### config.mk
export PLATFORM = sky130hd
export DESIGN_NAME = system_supervisor_flat
export DESIGN_NICKNAME = d
export VERILOG_FILES = /design/src/rtl/f8_supervisor_pkg.sv /design/src/rtl/system_supervisor_if.sv /design/src/rtl/supervisor_wdt.sv /design/src/rtl/system_supervisor.sv /design/src/flat_wrapper.sv
export SDC_FILE = /design/constraint.sdc
export NUM_CORES = 1
export LEC_CHECK = 0
export BUFFER_PORTS_ARGS = -buffer_cell sky130_fd_sc_hd__buf_4
export CAP_MARGIN = 15
export CELL_PAD_IN_SITES_DETAIL_PLACEMENT = 1
export CELL_PAD_IN_SITES_GLOBAL_PLACEMENT = 2
export CORE_UTILIZATION = 28
export DETAILED_ROUTE_END_ITERATION = 6
export PLACE_DENSITY_LB_ADDON = 0.1
export SLEW_MARGIN = 5
export SYNTH_ARGS = -nofsm -noshare
export SYNTH_HDL_FRONTEND = slang
export SYNTH_SLANG_ARGS = --single-unit
### constraint.sdc
create_clock -name clk -period 2.45 [get_ports clk]
set_input_delay 0.1225 -clock clk [delete_from_list [all_inputs] [get_ports clk]]
set_output_delay 0.1225 -clock clk [all_outputs]
set_load 0.03 [all_outputs]
### src/rtl/f8_supervisor_pkg.sv
// Shared types for the f8 reset/trap supervisor.
package f8_supervisor_pkg;

    typedef enum logic [1:0] {
        RESET_HOLD = 2'd0,
        RUN        = 2'd1,
        HALT       = 2'd2
    } sup_state_e;

    localparam int MODE_HALT    = 0;
    localparam int MODE_RESTART = 1;

endpackage

### src/rtl/system_supervisor_if.sv
// Trap/watchdog inputs and status outputs between the supervisor and the system top.
interface system_supervisor_if #(
    parameter int NTRAP    = 2,
    parameter int WDT_BITS = 16
);
    logic [NTRAP-1:0]    trap;
    logic                wdt_enable;
    logic                wdt_kick;
    logic [WDT_BITS-1:0] wdt_timeout;
    logic                core_reset;
    logic                ready;
    logic                halted;
    logic [NTRAP-1:0]    trap_cause;
    logic                wdt_expired;
    logic [7:0]          restart_count;

    modport master (
        output trap, wdt_enable, wdt_kick, wdt_timeout,
        input  core_reset, ready, halted, trap_cause, wdt_expired, restart_count
    );

    modport slave (
        input  trap, wdt_enable, wdt_kick, wdt_timeout,
        output core_reset, ready, halted, trap_cause, wdt_expired, restart_count
    );
endinterface

### src/rtl/supervisor_wdt.sv
// Watchdog down-counter; expire is a combinational pulse flagging the edge the count runs out.
module supervisor_wdt #(
    parameter int WDT_BITS = 16
) (
    input  logic                clk,
    input  logic                rst_n,
    input  logic                load,
    input  logic                run,
    input  logic                enable,
    input  logic                kick,
    input  logic [WDT_BITS-1:0] timeout,
    output logic                expire
);
    logic [WDT_BITS-1:0] cnt;
    logic                active;

    assign active = run && enable && (timeout != '0);
    // The edge that would take the count to zero is the expiry edge; a kick on it wins.
    assign expire = active && !kick && ((cnt >> 1) == '0);

    always_ff @(posedge clk) begin
        if (!rst_n) begin
            cnt <= '0;
        end else if (load) begin
            cnt <= timeout;
        end else if (active) begin
            if (kick)
                cnt <= timeout;
            else if (cnt != '0)
                cnt <= cnt - 1'b1;
        end
    end
endmodule

### src/rtl/system_supervisor.sv
// Reset sequencer and trap/watchdog supervisor: holds the core in reset, then halts or
// restarts it on faults depending on TRAP_MODE.
module system_supervisor
    import f8_supervisor_pkg::*;
#(
    parameter int RESET_CYCLES = 8,
    parameter int NTRAP        = 2,
    parameter int WDT_BITS     = 16,
    parameter int TRAP_MODE    = 0,
    parameter int MAX_RETRIES  = 3
) (
    input  logic                clk,
    input  logic                power_on_reset_n,
    system_supervisor_if.slave  sup
);
    localparam int HOLD_W = (RESET_CYCLES > 1) ? $clog2(RESET_CYCLES) : 1;
    localparam logic [HOLD_W-1:0] HOLD_INIT = HOLD_W'(RESET_CYCLES - 1);
    localparam logic [7:0] RETRY_LIMIT = 8'(MAX_RETRIES);

    sup_state_e        state, next_state;
    logic [HOLD_W-1:0] hold_cnt, hold_nxt;
    logic [NTRAP-1:0]  cause_q, cause_nxt;
    logic              wexp_q, wexp_nxt;
    logic [7:0]        rc_q, rc_nxt;
    logic              core_reset_q, ready_q, halted_q;
    logic              wdt_load, wdt_fire, fault;

    supervisor_wdt #(.WDT_BITS(WDT_BITS)) u_wdt (
        .clk     (clk),
        .rst_n   (power_on_reset_n),
        .load    (wdt_load),
        .run     (state == RUN),
        .enable  (sup.wdt_enable),
        .kick    (sup.wdt_kick),
        .timeout (sup.wdt_timeout),
        .expire  (wdt_fire)
    );

    assign fault = (state == RUN) && ((|sup.trap) || wdt_fire);

    always_comb begin
        next_state = state;
        hold_nxt   = hold_cnt;
        cause_nxt  = cause_q;
        wexp_nxt   = wexp_q;
        rc_nxt     = rc_q;
        wdt_load   = 1'b0;
        case (state)
            RESET_HOLD: begin
                if (hold_cnt == '0) begin
                    next_state = RUN;
                    wdt_load   = 1'b1;
                end else begin
                    hold_nxt = hold_cnt - 1'b1;
                end
            end
            RUN: begin
                if (fault) begin
                    // A trap and an expiry on the same edge are both recorded as one fault.
                    cause_nxt = cause_q | sup.trap;
                    wexp_nxt  = wexp_q | wdt_fire;
                    if (TRAP_MODE == MODE_HALT || rc_q == RETRY_LIMIT) begin
                        next_state = HALT;
                    end else begin
                        rc_nxt     = rc_q + 8'd1;
                        next_state = RESET_HOLD;
                        hold_nxt   = HOLD_INIT;
                    end
                end
            end
            HALT: ;
            default: begin
                next_state = RESET_HOLD;
                hold_nxt   = HOLD_INIT;
            end
        endcase
    end

    always_ff @(posedge clk) begin
        if (!power_on_reset_n) begin
            state        <= RESET_HOLD;
            hold_cnt     <= HOLD_INIT;
            cause_q      <= '0;
            wexp_q       <= 1'b0;
            rc_q         <= '0;
            core_reset_q <= 1'b1;
            ready_q      <= 1'b0;
            halted_q     <= 1'b0;
        end else begin
            state        <= next_state;
            hold_cnt     <= hold_nxt;
            cause_q      <= cause_nxt;
            wexp_q       <= wexp_nxt;
            rc_q         <= rc_nxt;
            core_reset_q <= (next_state != RUN);
            ready_q      <= (next_state == RUN);
            halted_q     <= (next_state == HALT);
        end
    end

    assign sup.core_reset    = core_reset_q;
    assign sup.ready         = ready_q;
    assign sup.halted        = halted_q;
    assign sup.trap_cause    = cause_q;
    assign sup.wdt_expired   = wexp_q;
    assign sup.restart_count = rc_q;
endmodule

### src/flat_wrapper.sv
// flat-port wrapper written by rule: the top's interface ports become plain ports
module system_supervisor_flat import f8_supervisor_pkg::*;
#(
    parameter int RESET_CYCLES = 8,
    parameter int NTRAP        = 2,
    parameter int WDT_BITS     = 16,
    parameter int TRAP_MODE    = 0,
    parameter int MAX_RETRIES  = 3
)
  (clk, power_on_reset_n, sup_trap, sup_wdt_enable, sup_wdt_kick, sup_wdt_timeout, sup_core_reset, sup_ready, sup_halted, sup_trap_cause, sup_wdt_expired, sup_restart_count);
  system_supervisor_if #(.NTRAP(NTRAP), .WDT_BITS(WDT_BITS)) sup_i ();
  input  logic clk;
  input  logic power_on_reset_n;
  input wire logic [$bits(sup_i.trap)-1:0] sup_trap;
  input wire logic [$bits(sup_i.wdt_enable)-1:0] sup_wdt_enable;
  input wire logic [$bits(sup_i.wdt_kick)-1:0] sup_wdt_kick;
  input wire logic [$bits(sup_i.wdt_timeout)-1:0] sup_wdt_timeout;
  output wire logic [$bits(sup_i.core_reset)-1:0] sup_core_reset;
  output wire logic [$bits(sup_i.ready)-1:0] sup_ready;
  output wire logic [$bits(sup_i.halted)-1:0] sup_halted;
  output wire logic [$bits(sup_i.trap_cause)-1:0] sup_trap_cause;
  output wire logic [$bits(sup_i.wdt_expired)-1:0] sup_wdt_expired;
  output wire logic [$bits(sup_i.restart_count)-1:0] sup_restart_count;
  assign sup_i.trap = sup_trap;
  assign sup_i.wdt_enable = sup_wdt_enable;
  assign sup_i.wdt_kick = sup_wdt_kick;
  assign sup_i.wdt_timeout = sup_wdt_timeout;
  assign sup_core_reset = sup_i.core_reset;
  assign sup_ready = sup_i.ready;
  assign sup_halted = sup_i.halted;
  assign sup_trap_cause = sup_i.trap_cause;
  assign sup_wdt_expired = sup_i.wdt_expired;
  assign sup_restart_count = sup_i.restart_count;
  system_supervisor #(.RESET_CYCLES(RESET_CYCLES), .NTRAP(NTRAP), .WDT_BITS(WDT_BITS), .TRAP_MODE(TRAP_MODE), .MAX_RETRIES(MAX_RETRIES)) u_core (.clk(clk), .power_on_reset_n(power_on_reset_n), .sup(sup_i));
endmodule
* Word-level counts from Yosys, hierarchy flattened
Index checks and enable logic that the tools add are counted.
** Word-level totals
- Register bits :: 27
- Input port bits :: 22
- Output and inout bits :: 14
** Cells by class
- Add/sub/neg operators :: 2
- Equality and inequality tests :: 6
- Muxes and demuxes :: 11
- Bitwise operators :: 3
- Reductions and logical operators :: 19
** Operators with widths (count)
- two-way mux 16 bit :: 4
- nonzero test 16 bit :: 2
- logical NOT 16 bit :: 1
- subtractor 16 x 1 -> 16 bit, second input constant :: 1
- case mux 2 bit (3 select lines) :: 1
- case mux 3 bit (2 select lines) :: 1
- AND reduction 2 bit :: 3
- logical AND 1 bit :: 5
- == test 2 x 1 -> 1 bit, second input constant :: 2
- == test 2 bit, second input constant :: 2
- two-way mux 2 bit :: 2
- OR reduction 2 bit :: 2
- logical NOT 3 bit :: 1
- two-way mux 3 bit :: 1
- nonzero test 3 bit :: 1
- subtractor 3 x 1 -> 3 bit, second input constant :: 1
- logical NOT 2 bit :: 1
- two-way mux 1 bit :: 2
- inequality test 2 x 1 -> 1 bit, second input constant :: 1
- inequality test 2 bit, second input constant :: 1
- bitwise OR 2 bit :: 1
- nonzero test 2 bit :: 1
- logical NOT 1 bit :: 1
- logical OR 1 bit :: 1
- other kinds (2) :: 2

* Depth between registers and ports, before layout
Gate-level depths: netlist (run 1).
- Depth in word-level cells :: 10
- Gate-level depth with buffers :: 9

* Modules after synthesis
A second synthesis (run 1) with hierarchy kept.
** Second synthesis, totals
- Cell total of the unflattened synthesis :: 228
- Area, all modules :: 1846.8 sq um
** By module, submodules not included
- supervisor_wdt :: times used 1, cells each 168, area an instance 1287.5 sq um, sequential area each 320.3 sq um
- system_supervisor :: times used 1, cells each 60, area an instance 559.3 sq um, sequential area each 220.2 sq um

* Worst setup path after synthesis (run 1)
No wires, ideal clock.
- Path type :: reg-to-reg
- From :: register u_core.u_wdt.cnt[8]
- To :: register u_core.u_wdt.cnt[4]
- Arrival :: 2354 ps
- Required time :: 2335 ps
- Slack :: -19 ps
- Stages on the path, launching flop included :: 8
- Path buffers :: 2
- Path through :: dfxtp_1 -> or4_1 -> buf_2 -> or4_4 -> o41ai_4 -> buf_6 -> a21oi_1 -> o21a_1
** On the way
- Word-level cells in the longest chain between the ends :: 3
** Ends and longest elaborated chain
- start: declaration :: RTL line supervisor_wdt.sv:14 : logic [WDT_BITS-1:0] cnt;
- start signal: assignment :: RTL line supervisor_wdt.sv:25 : cnt <= timeout;
- start signal: assignment :: RTL line supervisor_wdt.sv:28 : cnt <= timeout;
- start signal: assignment :: RTL line supervisor_wdt.sv:30 : cnt <= cnt - 1'b1;
- nonzero test 16 bit :: RTL line supervisor_wdt.sv:29 : else if (cnt != '0)
- nonzero test 3 bit (no line)
- AND reduction 2 bit (no line)
Every way passes these cells.
A chain may end at the register's enable or synchronous reset.

* Worst setup path in the final report (run 1)
- From :: register u_core.u_wdt.cnt[8]
- To :: register u_core.u_wdt.cnt[0]
Same word-level chain as after synthesis.

==> results.py, run 1 <==
metrics = {
    "outcome": {
        "status": "complete, no violations",
    },
    "timing": {
        "max_freq_ghz": 0.424,
        "fin_setup_tns_ps": 0,
        "tightest_slew_ps": 594,
        "maxSlewHeadroom_pct": 60.4,
        "drv_slew": 0,
        "finalSetupViolations": 0,
        "rsz0062_at_grt": "false",
        "skew_ps": 9.79,
        "min_period_over_period_pct": 96.3,
        "fin_crit_ps": 2360,
        "hold_violations": 0,
    },
    "floorplan": {
        "die_y_um": 82.2,
        "row_count": 28,
        "die_x_um": 82.2,
        "fp.coreArea_mm2": 0.00606,
        "io_pins": 36,
        "start_util_pct": 29.7,
        "die-area_mm2": 0.00675,
    },
    "power_and_ir_drop": {
        "combPwrFrac_pct": 25.2,
        "seqPwrFrac_pct": 47.0,
        "clkPwrFrac_pct": 27.8,
        "power_density_mw_per_mm2": 459,
        "p_int_w": 0.000680,
        "p_total_w": 0.000998,
        "switchingPower_w": 0.000319,
        "ir_drop_mv": 0.195,
        "p_sw_share_pct": 31.9,
        "p_leak_nw": 0.915,
    },
    "route": {
        "wire_per_inst_um": 17.4,
        "dr.pass1.iters": 4,
        "viasPerCell": 5.36,
        "drt-total-wl_mm": 5.92,
        "postRouteAntennaNets": 0,
        "drt_iter0_drc": 58,
        "num_vias": 1824,
        "drc": 0,
    },
    "finish": {
        "final_cells": 340,
        "final-seq-area_um2": 541,
        "diodes": 0,
        "multi_input_area_mm2": 0.00112,
        "fillers": 759,
        "syn_to_final_growth_pct": 20.8,
        "nets": 295,
        "drive_gt1_share_pct": 21.1,
    },
    "yosys": {
        "netlist_instances": 232,
        "yosysSeqAreaShare_pct": 30.0,
        "ys.flop_type": "dfxtp_1",
        "synthArstFlopShare_pct": 0,
        "avgSynthCellArea_um2": 7.76,
        "synth-edff-count": 0,
        "ys_ff_latch": 27,
        "ys.warnings.count": 0,
        "yosysUniqueCellTypes": 51,
        "synth_area_mm2": 0.00180,
    },
    "global_route": {
        "grt_max_degree": 26,
        "grt_pass1_wl_mm": 9.68,
        "track_usage_pct": 19.3,
        "overflow": 0,
        "grt_pass1_vias": 1844,
        "antenna_found_initial": 0,
    },
    "setup_path": {
        "cpMostUsedCell": "or4_4",
        "critical-path-max-stage-delay_ps": 540,
        "path_class": "reg2reg",
        "worstPathMaxFanout": 7,
        "rr_startpoint": "u_core.u_wdt.cnt[8]$_SDFFE_PN0P_",
        "r2r_setup_slack_ps": 90,
        "start_kind": "flop",
        "endpoint_kind": "flop",
        "cp.arrival_ps": 2540,
        "cp_cell_sequence": "or4_4 > or4_4 > o41ai_4 > buf_4 > nor3_1 > o31a_1",
        "crit_start": "u_core.u_wdt.cnt[8]$_SDFFE_PN0P_",
        "critPathSlowestCell": "or4_4",
        "cp.required_ps": 2630,
    },
    "clock_network": {
        "holdBufCountCts": 0,
        "numCtsBuffers": 3,
        "cts_tree": "yes",
        "clkLatencyLatePin_ps": 290,
        "clock-root-buffer": "clkbuf_8",
        "cts_max_level": 1,
        "path_clk_slew_ps": 110,
        "clockBufferDepth": 2,
        "clkSinkCount": 27,
    },
    "placed_design": {
        "place_hpwl_mm": 4.37,
        "gp_congestion": 0.771,
        "io_buffers": 27,
        "dp.cells": 336,
    },
    "flow_run": {
        "maxCapViolations": 0,
    },
    "worst_hold_path": {
        "hold_class": "in2reg",
        "hp-start": "sup_trap[1]",
    },
}
## registers in the layout, indices dropped and copies added (netlist names)
register,count
u_core.hold_cnt,3
u_core.state,2
u_core.sup.wdt_expired,1
u_core.sup.halted,1
u_core.sup.core_reset,1
u_core.sup.trap_cause,2
u_core.u_wdt.cnt,16
u_core.sup.ready,1
## cells by family after synthesis
family | Yosys count | synth area share, %
AOI/OAI and AO/OA | 84 | 33.0
adders and majority gates | 7 | 4.87
buffers and inverters | 32 | 10.0
DFF | 27 | 30.0
other | 1 | 0.208
and+or+nand+nor | 81 | 21.9
## layout make-up
class	count	area share (%)
multi-input cells	180	51.6
flip-flops and latches	27	24.9
repair buffers	43	15.0
well taps	75	4.32
clock buffers	3	1.90
inverters	11	1.90
clock inverters	1	0.403
## through the flow
step	hold WS [ps]	util (%)	worst slack, ps	area (um2)
after floorplan	272	-	18.7	1830
after global placement	389	34.8	124	2110
after detailed placement	396	34.8	86.0	2110
after CTS	86.4	35.7	37.7	2160
after global routing	118	35.9	5.33	2170
final	93.2	35.9	89.6	2170
## power groups by stage
stage               registers [W]  clock network, W  logic [W]
floorplan                0.000481                 0   0.000169
global placement         0.000479                 0   0.000250
detailed placement       0.000479                 0   0.000251
CTS                      0.000469          0.000298   0.000251
global route             0.000473          0.000311   0.000280
finish                   0.000469          0.000278   0.000251
## synthesized netlist by cell type (all sizes together), types with 2 or more instances
cell type  count  share of area (%)
a211oi         2               0.83
a21boi        14                5.8
a21oi         12                3.3
a22o           3                1.5
a31oi          4                1.4
and3           2               0.70
buf           13                5.6
clkbuf         8                2.2
dfxtp         27                 30
ha             7                4.9
inv           11                2.3
nand2         23                4.8
nand3          5                1.4
nand4          2               0.70
nor2          23                4.8
nor2b          2               0.70
nor3           9                2.5
nor4           5                1.7
o211ai        11                4.6
o21ai         20                5.6
o31ai          3                1.3
o41ai          3                2.5
or4            3                1.5
## repair_timing
item	CTS	global route
buffers inserted	0	0
hold endpoints to repair	0	0
setup endpoints to repair	0	5
gates resized for setup	0	5
## layout by cell type, fill, tap and decap left out, drive strengths merged, types with 2 or more instances in the layout
cell	instances
a22o	3
nand3	5
nand2	23
nor3	9
nor2b	2
nor4	5
buf	43
nor2	23
conb	8
a211oi	2
or4	3
o41ai	3
a31oi	4
clkbuf	3
o21ai	20
o211ai	11
a21oi	12
inv	12
ha	7
and3	2
nand4	2
dfxtp	27
a21boi	14
o31ai	3
## worst paths after layout
kind | cells after the start | endpoint
worst max register to register | 6 | u_core.u_wdt.cnt[0]$_SDFFE_PN0P_
worst max-delay path | 6 | u_core.u_wdt.cnt[0]$_SDFFE_PN0P_
worst min register to register | 2 | u_core.sup.wdt_expired$_SDFFE_PN0P_
worst min-delay path | 3 | u_core.sup.trap_cause[1]$_SDFFE_PN0P_
## critical path: cells and delay by family (launching register included)
family | cells | cell delay (ps)
simple gates | 3 | 1130
compound gates | 2 | 590
flops | 1 | 330
buf+inv | 1 | 220
## layer usage
| layer | GRT usage, % | vias to the layer above | part of all wire [%] |
|---|---|---|---|
| li1 | - | 900 | - |
| met1 | 24.8 | 889 | 47 |
| met2 | 34.2 | 29 | 49 |
| met3 | 2.97 | 6 | 2.8 |
| met4 | 3.51 | 0 | 1.3 |
| met5 | 0 | - | 0 |
(Power assumes the default switching activity.)
==> inputs of run 2 (changes only) <==
- CELL_PAD_IN_SITES_DETAIL_PLACEMENT: 1 -> 0
- CELL_PAD_IN_SITES_GLOBAL_PLACEMENT: 2 -> 1
- CORE_UTILIZATION: 28 -> 36
==> results.py, run 2 (synthesis results as in run 1) <==
metrics = {
    "timing": {
        "fin_setup_tns_ps": 0,
        "min_period_over_period_pct": 95.8,
        "hold_violations": 0,
        "drv_slew": 0,
        "max_freq_ghz": 0.426,
        "maxSlewHeadroom_pct": 66.4,
        "skew_ps": 9.83,
        "finalSetupViolations": 0,
        "tightest_slew_ps": 503,
        "fin_crit_ps": 2350,
        "rsz0062_at_grt": "false",
    },
    "clock_network": {
        "clock-root-buffer": "clkbuf_8",
        "cts_tree": "yes",
        "numCtsBuffers": 3,
        "clockBufferDepth": 2,
        "path_clk_slew_ps": 110,
        "clkLatencyLatePin_ps": 280,
        "cts_resized": 0,
        "clkSinkCount": 27,
        "cts_max_level": 1,
        "holdBufCountCts": 0,
        "post_cts_buffers": 0,
    },
    "route": {
        "top_layer": "met4",
        "viasPerCell": 5.48,
        "wire_per_inst_um": 15.1,
        "drt_iter0_drc": 125,
        "wl_met3_um": 228,
        "dr.pass1.iters": 4,
        "met2_length_mm": 2.48,
        "wl_met1_mm": 2.25,
        "drt-total-wl_mm": 4.98,
        "num_vias": 1813,
        "postRouteAntennaNets": 0,
        "drc": 0,
    },
    "setup_path": {
        "start_kind": "flop",
        "endpoint_kind": "flop",
        "worstPathMaxFanout": 14,
        "critPathTopFamily": "simple AND/OR/NAND/NOR gates",
        "cp.required_ps": 2630,
        "r2r_cells": 5,
        "path_class": "reg2reg",
        "r2r_setup_slack_ps": 100,
        "timing.rr.end": "u_core.u_wdt.cnt[1]$_SDFFE_PN0P_",
        "critPathSlowestCell": "or4_1",
        "cp.arrival_ps": 2520,
        "critical-path-max-stage-delay_ps": 550,
        "rr_startpoint": "u_core.u_wdt.cnt[8]$_SDFFE_PN0P_",
        "cp_cell_sequence": "or4_1 > or4_4 > o41a_4 > o221ai_1 > a21boi_1",
        "worst-path-buf-inv": 0,
    },
    "floorplan": {
        "io_pins": 36,
        "fp.coreArea_mm2": 0.00475,
        "die_y_um": 72.7,
        "start_util_pct": 37.8,
        "die_x_um": 72.7,
        "row_count": 25,
        "die-area_mm2": 0.00528,
    },
    "finish": {
        "final_common_cell": "buf_4",
        "largest-register": "u_core.u_wdt.cnt",
        "finalInstanceArea_mm2": 0.00216,
        "layout_common_cells": "buf_4, dfxtp_1, nand2_1, nor2_1, o21ai_0",
        "largest_reg_flops": 16,
        "diodes": 0,
        "nets": 294,
        "syn_to_final_growth_pct": 20.0,
        "reg.largest.list": "u_core.u_wdt.cnt x16, u_core.hold_cnt x3",
        "drive_gt1_share_pct": 20.5,
        "final_core_util_pct": 45.4,
    },
    "power_and_ir_drop": {
        "power_density_mw_per_mm2": 453,
        "p_leak_nw": 0.912,
        "seqPwrFrac_pct": 47.9,
        "p_int_w": 0.000673,
        "clkPwrFrac_pct": 27.2,
        "switchingPower_w": 0.000305,
        "ir_drop_mv": 0.229,
        "p_sw_share_pct": 31.2,
        "combPwrFrac_pct": 24.9,
    },
    "worst_hold_path": {
        "holdPathStages": 3,
        "hold_path_end": "u_core.sup.trap_cause[0]$_SDFFE_PN0P_",
        "hold_class": "in2reg",
        "hp-start": "sup_trap[0]",
    },
    "global_route": {
        "track_usage_pct": 20.2,
        "grt_pass1_vias": 1740,
        "antenna_found_initial": 0,
        "overflow": 0,
        "grt_pass1_wl_mm": 8.34,
        "grt_max_degree": 26,
    },
    "outcome": {
        "status": "complete, no violations",
    },
    "placed_design": {
        "place_hpwl_mm": 3.64,
        "dpl-instance-area_mm2": 0.00210,
        "gp_congestion": 0.832,
        "io_buffers": 27,
    },
    "flow_run": {
        "maxCapViolations": 0,
    },
}
-- run 2: power groups by stage --
stage	sequential (W)	clock, W	combinational [W]
2_1_floorplan	0.000481	0	0.000169
3_3_place_gp	0.000479	0	0.000245
3_5_place_dp	0.000479	0	0.000242
4_1_cts	0.000469	0.000278	0.000243
5_1_grt	0.000471	0.000291	0.000271
6_report	0.000469	0.000266	0.000243
-- run 2: final cells by class --
class,count,area [um2]
Fill cell,507,2600
Multi-Input combinational cell,180,1120
Sequential cell,27,541
Timing Repair Buffer,42,329
Tap cell,67,83.8
Clock buffer,3,41.3
Inverter,11,41.3
Clock inverter,1,5.00
-- run 2: stage by stage --
step	cells	hold WS (ps)	setup WS (ps)	power, W
after floorplan	239	272	18.7	0.000650
after global placement	326	391	113	0.000724
after detailed placement	326	393	115	0.000721
after CTS	330	99.0	104	0.000990
after global routing	331	110	6.53	0.00103
final	331	97.6	104	0.000978
-- run 2: worst reg2reg max path: cells and delay by family (launching register included) --
family,cells,cell delay (ps)
AND/OR/NAND/NOR,2,1080
AO/OA/AOI/OAI,3,860
flip-flops,1,320
-- run 2: routing by layer --
layer  GRT usage, %  vias up
li1               -      905
met1           26.4      858
met2           34.6       48
met3           2.90        2
met4           5.45        0
met5              0        -
-- run 2: how the worst max path moves through the flow --
stage / from / to / slack, ps / depth (start not counted)
2_1_floorplan: u_core.u_wdt.cnt[8]$_SDFFE_PN0P_ / u_core.u_wdt.cnt[12]$_SDFFE_PN0P_ / 20 / 7
3_3_place_gp: u_core.u_wdt.cnt[8]$_SDFFE_PN0P_ / u_core.u_wdt.cnt[2]$_SDFFE_PN0P_ / 110 / 5
3_5_place_dp: u_core.u_wdt.cnt[8]$_SDFFE_PN0P_ / u_core.u_wdt.cnt[1]$_SDFFE_PN0P_ / 120 / 5
4_1_cts: u_core.u_wdt.cnt[8]$_SDFFE_PN0P_ / u_core.u_wdt.cnt[1]$_SDFFE_PN0P_ / 100 / 5
5_1_grt: u_core.u_wdt.cnt[8]$_SDFFE_PN0P_ / u_core.u_wdt.cnt[5]$_SDFFE_PN0P_ / 7 / 5
6_report: u_core.u_wdt.cnt[8]$_SDFFE_PN0P_ / u_core.u_wdt.cnt[1]$_SDFFE_PN0P_ / 100 / 5
